`src/rtl/reg_scoreboard_dec.sv`:
```
// Purpose : register-file write-enable decoder plus per-register busy scoreboard with RAW/WAW hazard flags.
// Latency : wb_en/busy/err_wb_idle registered (1 cycle); rs1_busy/rs2_busy/issue_ready combinational (0 cycles).
// Backpressure: issue_ready drops while any source or the destination is still in flight; writeback is never stalled.
//
// Ports:
//   clk, rst              rising-edge clock, synchronous active-high reset
//   issue_valid/_rd/_has_rd, rs1_addr, rs2_addr   issue-stage request and its operands
//   issue_ready           issue accepted this cycle when issue_valid && issue_ready
//   rs1_busy, rs2_busy    source operand still waiting on an in-flight result
//   wb_valid, wb_rd       writeback-stage commit
//   wb_en                 one-hot register-file write enable, one cycle after wb_valid
//   busy                  scoreboard state, one bit per register
//   err_wb_idle           sticky: a writeback hit a register that was not in flight
//
// NREG must equal 2**ADDR_W so every address decodes to exactly one register.

module reg_scoreboard_dec #(
    parameter int ADDR_W         = 5,
    parameter int NREG           = 32,
    parameter int ZERO_HARDWIRED = 1
) (
    input  logic              clk,
    input  logic              rst,

    input  logic              issue_valid,
    input  logic [ADDR_W-1:0] issue_rd,
    input  logic              issue_has_rd,
    input  logic [ADDR_W-1:0] rs1_addr,
    input  logic [ADDR_W-1:0] rs2_addr,
    output logic              issue_ready,
    output logic              rs1_busy,
    output logic              rs2_busy,

    input  logic              wb_valid,
    input  logic [ADDR_W-1:0] wb_rd,
    output logic [NREG-1:0]   wb_en,
    output logic [NREG-1:0]   busy,
    output logic              err_wb_idle
);

    localparam bit ZERO_HW = (ZERO_HARDWIRED != 0);

    // Decoded clear (writeback) and set (accepted issue) vectors.
    logic [NREG-1:0] clr_vec;
    logic [NREG-1:0] set_vec;

    // Hazard terms.
    logic rd_busy;
    logic issue_fire;
    logic wb_hits_idle;

    // Register 0 is excluded from every decode when it is hardwired to zero.
    logic rs1_is_zero;
    logic rs2_is_zero;
    logic rd_is_zero;

    assign rs1_is_zero = ZERO_HW && (rs1_addr == '0);
    assign rs2_is_zero = ZERO_HW && (rs2_addr == '0);
    assign rd_is_zero  = ZERO_HW && (issue_rd == '0);

    // Writeback clear vector: one-hot of wb_rd, bit 0 suppressed when hardwired.
    always_comb begin
        clr_vec = '0;
        if (wb_valid) begin
            clr_vec[wb_rd] = 1'b1;
        end
        if (ZERO_HW) begin
            clr_vec[0] = 1'b0;
        end
    end

    // A register being written back this cycle no longer blocks readers or a
    // new writer: the bypass lets the dependent instruction issue in the same
    // cycle the producer retires.
    always_comb begin
        rs1_busy = busy[rs1_addr] && !clr_vec[rs1_addr] && !rs1_is_zero;
        rs2_busy = busy[rs2_addr] && !clr_vec[rs2_addr] && !rs2_is_zero;
        rd_busy  = issue_has_rd && busy[issue_rd] && !clr_vec[issue_rd] && !rd_is_zero;
    end

    // Ready never looks at issue_valid so the issue stage can use it to decide
    // whether to present an instruction at all.
    assign issue_ready = !rs1_busy && !rs2_busy && !rd_busy;
    assign issue_fire  = issue_valid && issue_ready && issue_has_rd;

    always_comb begin
        set_vec = '0;
        if (issue_fire) begin
            set_vec[issue_rd] = 1'b1;
        end
        if (ZERO_HW) begin
            set_vec[0] = 1'b0;
        end
    end

    // A writeback to a register that is not in flight indicates a pipeline
    // bookkeeping bug upstream; clr_vec gating keeps hardwired r0 out of it.
    assign wb_hits_idle = wb_valid && !busy[wb_rd] && clr_vec[wb_rd];

    // Set is OR'ed after the clear so an issue to the register being written
    // back keeps it busy, now owned by the newly issued instruction.
    always_ff @(posedge clk) begin
        if (rst) begin
            busy        <= '0;
            wb_en       <= '0;
            err_wb_idle <= 1'b0;
        end else begin
            busy        <= (busy & ~clr_vec) | set_vec;
            wb_en       <= clr_vec;
            err_wb_idle <= err_wb_idle | wb_hits_idle;
        end
    end

endmodule

```
`config.mk`:
```
export PLATFORM = sky130hd
export DESIGN_NAME = reg_scoreboard_dec
export DESIGN_NICKNAME = d
export VERILOG_FILES = /design/src/rtl/reg_scoreboard_dec.sv
export SDC_FILE = /design/constraint.sdc
export NUM_CORES = 1
export LEC_CHECK = 0
export ABC_AREA = 1
export CAP_MARGIN = 40
export CORE_ASPECT_RATIO = 1.75
export CORE_MARGIN = 5
export CORE_UTILIZATION = 30
export CTS_BUF_LIST = sky130_fd_sc_hd__clkbuf_8
export DETAILED_ROUTE_END_ITERATION = 12
export GPL_ROUTABILITY_DRIVEN = 0
export GPL_TIMING_DRIVEN = 0
export PLACE_DENSITY = 0.54
export SLEW_MARGIN = 20
export SYNTH_ARGS = -nofsm -noshare
export SYNTH_HDL_FRONTEND = slang
export SYNTH_SLANG_ARGS = --single-unit
```
`constraint.sdc`:
```
create_clock -name clk -period 2.45 [get_ports clk]
set_clock_uncertainty 0.15 [all_clocks]
set_input_delay 0.245 -clock clk [delete_from_list [all_inputs] [get_ports clk]]
set_output_delay 0.245 -clock clk [all_outputs]
set_load 0.05 [all_outputs]
```
# Word-level counts from Yosys, hierarchy flattened
# Index checks and enable logic that the tools add are counted.
# totals
out_inout_bits	68
reg_bits	65
in_bits	25
# classes
reduce_logical	28
n_mux	22
n_bitwise	4
order_cmp	6
# ops
op	n
32-bit 2-to-1 mux	2
1-bit binary-select mux with 5-bit select	8
32-bit bitwise AND	1
32-bit inverter	1
32-bit OR	1
5-bit by 6-bit less-than comparator with 1-bit output, second input constant	4
1-bit logical AND	15
5-bit logical NOT	3
1-bit demux with 5-bit select	2
5-bit by 1-bit greater-or-equal comparator with 1-bit output, second input constant	2
1-bit logical NOT	10
1-bit 2-to-1 mux	10
1-bit OR	1

# Logic depth before layout (Yosys ltp)
# depth
depth_word	17
depth_mapped	18

# Least setup slack after synthesis
# OpenSTA, ideal clock, no wires.
# synth_path
path_kind	input port to output port
from	in wb_rd[0]
to	out issue_ready
required_ns	2.055
n_path_buf	3
arrival_ns	2.391
stages	18
path_slack_ns	-0.336
path_cell_list	buf_4 > inv_2 > nand3_1 > inv_2 > buf_6 > nand2_1 > nand2_1 > nand3_1 > nand2_1 > nand2_1 > nand2_1 > inv_1 > nand2_1 > nand2_2 > nand3_4 > buf_6 > inv_1 > nor3_2
# synth_via
elab_chain_cells	13
# synth_lines
element	line_no	source
start: declaration	35	input logic [ADDR_W-1:0] wb_rd,
5-bit by 6-bit less-than comparator with 1-bit output (not written as such) or 5-bit by 1-bit greater-or-equal comparator with 1-bit output (tied branches)	65	clr_vec[wb_rd] = 1'b1;
1-bit logical AND (not written as such)	65	
1-bit 2-to-1 mux (not written as such)	65	
1-bit demux with 5-bit select (*)	65	
32-bit 2-to-1 mux (*)	64	if (wb_valid) begin
1-bit binary-select mux with 5-bit select (*)	77	rs2_busy = busy[rs2_addr] && !clr_vec[rs2_addr] && !rs2_is_zero;
1-bit 2-to-1 mux (not written as such) (*)	77	
1-bit logical NOT (*)	77	
1-bit logical AND (*) (2 in series)	77	
via rs2_busy	32	output logic rs2_busy,
1-bit logical NOT (*)	83	assign issue_ready = !rs1_busy && !rs2_busy && !rd_busy;
1-bit logical AND (*) (2 in series)	83	
end: declaration	30	output logic issue_ready,
# The timed path passes the listed nets; every way through them passes the cells marked *. The select of a mux whose other input is x is not followed.

# Worst setup path in the final report
# layout_path
from	in rs1_addr[1]
to	out issue_ready
# layout_via
elab_chain_cells	8
# layout_lines
element	line_no	source
start: declaration	28	input logic [ADDR_W-1:0] rs1_addr,
1-bit binary-select mux with 5-bit select	76	rs1_busy = busy[rs1_addr] && !clr_vec[rs1_addr] && !rs1_is_zero;
1-bit 2-to-1 mux (not written as such)	76	
1-bit logical NOT	76	
1-bit logical AND	76	
1-bit logical AND (*)	76	
1-bit logical NOT (*)	83	
1-bit logical AND (*) (2 in series)	83	
# Mark *: on every way between the ends. The rest lies on a longest branch, timed or not. The select of a mux whose other input is x is not followed.

==> results by group <==
Worst setup path
  – CP Buf/Inv Count: 3
  – Worst path arrival time: roughly 2 ns
  – Setup CP Type: input pin to output port
  – Critical Path RT: about 2 ns
  – Family with the most delay on the worst path: buffers and inverters
  – Crit end category: output port
  – Worst path max stage delay: roughly 0.42 ns
  – Kind of start point of the critical path: input pin
  – Worst-path maximum fanout: 5
  – Crit-path slowest cell: dlygate4sd2_1
  – Cells along the critical path: dlygate4sd2_1, nor2_4, buf_4, a21oi_1, nand3_1, nand3_1, a21oi_1, nand2_2, nand2_4, nor3_4, buf_6

Logic synthesis
  – Distinct cell type count after synthesis: 35
  – Synth async-reset ratio: 0%
  – Synth Cell Area: 0.004553 mm²
  – Post-synthesis cell count: between 700 and 800
  – Syn Area/Cell: 5.890 µm²
  – Synth Flop Type: dfxtp_1
  – Seq/Total Area, Yosys: between 20% and 30%
  – Post-synth EDFFs: 0
  – Number of synthesized register bits: between 60 and 70
  – Synth Warn #: 0

Power
  – Peak supply drop: about 0.21 mV
  – Pwr dens: a little over 400 mW/mm²
  – Tot Pwr: between 2000 and 3000 µW
  – Lkg Pwr: about 0.0028 µW

Clocking
  – Clock tree buffer depth: 2
  – Root buf cell: clkbuf_8
  – Clock sinks: 63
  – Cts hold-fix bufs: 0
  – Reg clk slew, reported paths: about 0.080 ns
  – Worst-Skew Late Latency: between 0.3 and 0.4 ns
  – CTS H-tree depth: 3
  – CTS tree: built
  – Num CTS Buffers: 9

GRT
  – Global-route wire length before repair: 33090 µm
  – Initial antenna violation count: 0
  – Grt ovf: 0
  – Largest net degree at the start of global routing: 12
  – GR Util All Layers: 24.90%
  – Vias in the first global route: approximately 5700

Drt
  – WL/cell: ~21 µm
  – Top layer in use: met4
  – Routed length on met2: about 11000 µm
  – Post-Route WL: 22630 µm
  – Vias: 5928
  – DR vias/cell: between 5 and 6
  – 1st-iter DRT viols: 591
  – Number of nets with antenna violations after routing: 0
  – DRC viols: 0
  – Metal-1 WL: 7968 µm
  – DR pass1 iterations: 6
  – WL met3: between 1000 and 1500 µm

STA
  – F_max: ~420 MHz
  – Slew Viols, Final: 0
  – Final setup vio count: 0
  – Final hold violation count: 0
  – Fin crit period: between 2 and 2.5 ns
  – Worst-Margin Slew: approximately 0.71 ns
  – Final worst slack: 0.05199 ns
  – Final Cycle Share: around 100%
  – Slew HR: between 50% and 60%

Finish
  – Most frequent cells in the layout: nand2_1 (235), nor2_1 (101), clkdlybuf4s50_1 (69)
  – Commonest non-fill, non-tap cell in the layout: nand2_1
  – Area Overhead vs Synth: 41.66%
  – Share of layout cells above drive strength 1: 19.23%
  – Register Area: roughly 0.0013 mm²
  – N_diodes: 0
  – Fill cells: approximately 1600
  – Final core occ: roughly 43%
  – Nets: 925
  – Multi-input logic area: roughly 0.003 mm²

Place
  – HPWL after detailed placement: around 17000 µm
  – Pre-CTS setup slack: -1.529 ns
  – # port buffers: 84

Hold path
  – Hold Path Class: input pin to flop

Run
  – Total of max-cap violations: 0

Floorplan
  – Die area: 0.01784 mm²
  – Die Span Y: approximately 170 µm
  – Starting Density: 30.53%
  – Total core area: roughly 0.015 mm²
  – I/O pin count: 93
  – Die Wd: roughly 100 µm
  – Placement Rows: a little under 60

Status
  – Status: completed
-- stage by stage --
step	cells	setup TNS (ns)	hold WS (ns)	cell area (µm²)
final	1088	0	0.2144	6450
after global routing	1088	-0.002938	0.2567	6450
after CTS	1070	-0.05576	0.1963	6150
after detailed placement	1041	-22.71	0.2946	5633
after global placement	1041	-23.19	0.2984	5633
after floorplan	774	-0.1523	0.3281	4563
-- where the power goes --
group	internal, µW	switching (µW)	total, µW	leakage (µW)
sequential	1030	7.11	1040	0.000513
combinational	211	440	650	0.00220
clock	462	468	930	0.000100
total	1700	914	2620	0.00282
-- synth_stat cells (2+ instances only) --
library cell | instances | area share (%)
nand4_1 | 35 | 4.8
buf_4 | 6 | 0.99
o211ai_1 | 2 | 0.33
a22oi_1 | 11 | 1.8
inv_1 | 56 | 4.6
dfxtp_1 | 63 | 28
o21ai_1 | 5 | 0.55
o21ai_0 | 25 | 2.7
a21oi_1 | 56 | 6.2
nand3_4 | 2 | 0.77
nor2_4 | 4 | 0.99
nand3_1 | 71 | 7.8
buf_2 | 10 | 1.1
nand2_1 | 249 | 21
nor2_1 | 110 | 9.1
buf_6 | 7 | 1.7
xnor2_1 | 3 | 0.58
nand2_4 | 2 | 0.49
o221ai_1 | 4 | 0.77
clkbuf_1 | 12 | 0.99
o21bai_1 | 2 | 0.33
inv_2 | 11 | 0.91
nand2_2 | 9 | 1.2
clkinv_1 | 2 | 0.16
nand3_2 | 2 | 0.44
nor2_2 | 5 | 0.69
-- registers in the layout (all words and copies together) (netlist names) --
signal / count
err_wb_idle: 1
busy: 31
wb_en: 31
-- area by class of cell --
type,instances,area share (%)
multi-input combinational,604,47.02
sequential,63,19.79
timing repair buffer,116,17.58
inverter,70,4.617
buffer,36,4.520
tap,183,3.550
clock buffer,9,1.920
clock inverter,7,1.009
-- path summary, 6_finish.rpt --
check,start,end,slack [ns],cells past startpoint
setup / recovery,rs1_addr[1],issue_ready,0.05,11
hold / removal,wb_rd[2],wb_en[4],0.21,5
setup reg to reg,busy[21],busy[5],0.11,14
hold reg to reg,err_wb_idle,err_wb_idle,0.32,2
-- layer usage --
| layer | track usage (%) | up-vias |
|---|---|---|
| li1 | - | 2766 |
| met1 | 26.89 | 2683 |
| met2 | 42.31 | 362 |
| met3 | 3.790 | 117 |
| met4 | 18.26 | 0 |
| met5 | 0 | - |
-- timing repair --
action / 4_1_cts / 5_1_grt
pin swaps: 9 / 7
endpoints found under the setup margin: 34 / 33
gates resized for setup: 107 / 67
setup buffers: 14 / 18
-- tightest hold or removal path, delay by kind of cell --
kind | cells | cell delay, ns
buffers and inverters | 2 | 0.21
and+or+nand+nor | 3 | 0.24
-- cells by family after synthesis --
group / count (synthesis) / share of synthesized area (%)
AOI/OAI and AO/OA: 107 / 13.03
buffers and inverters: 107 / 11.02
DFF: 63 / 27.70
xor gates and xnor gates: 3 / 0.5772
and+or+nand+nor: 492 / 47.60
other: 1 / 0.08236
(Power assumes the default switching activity.)
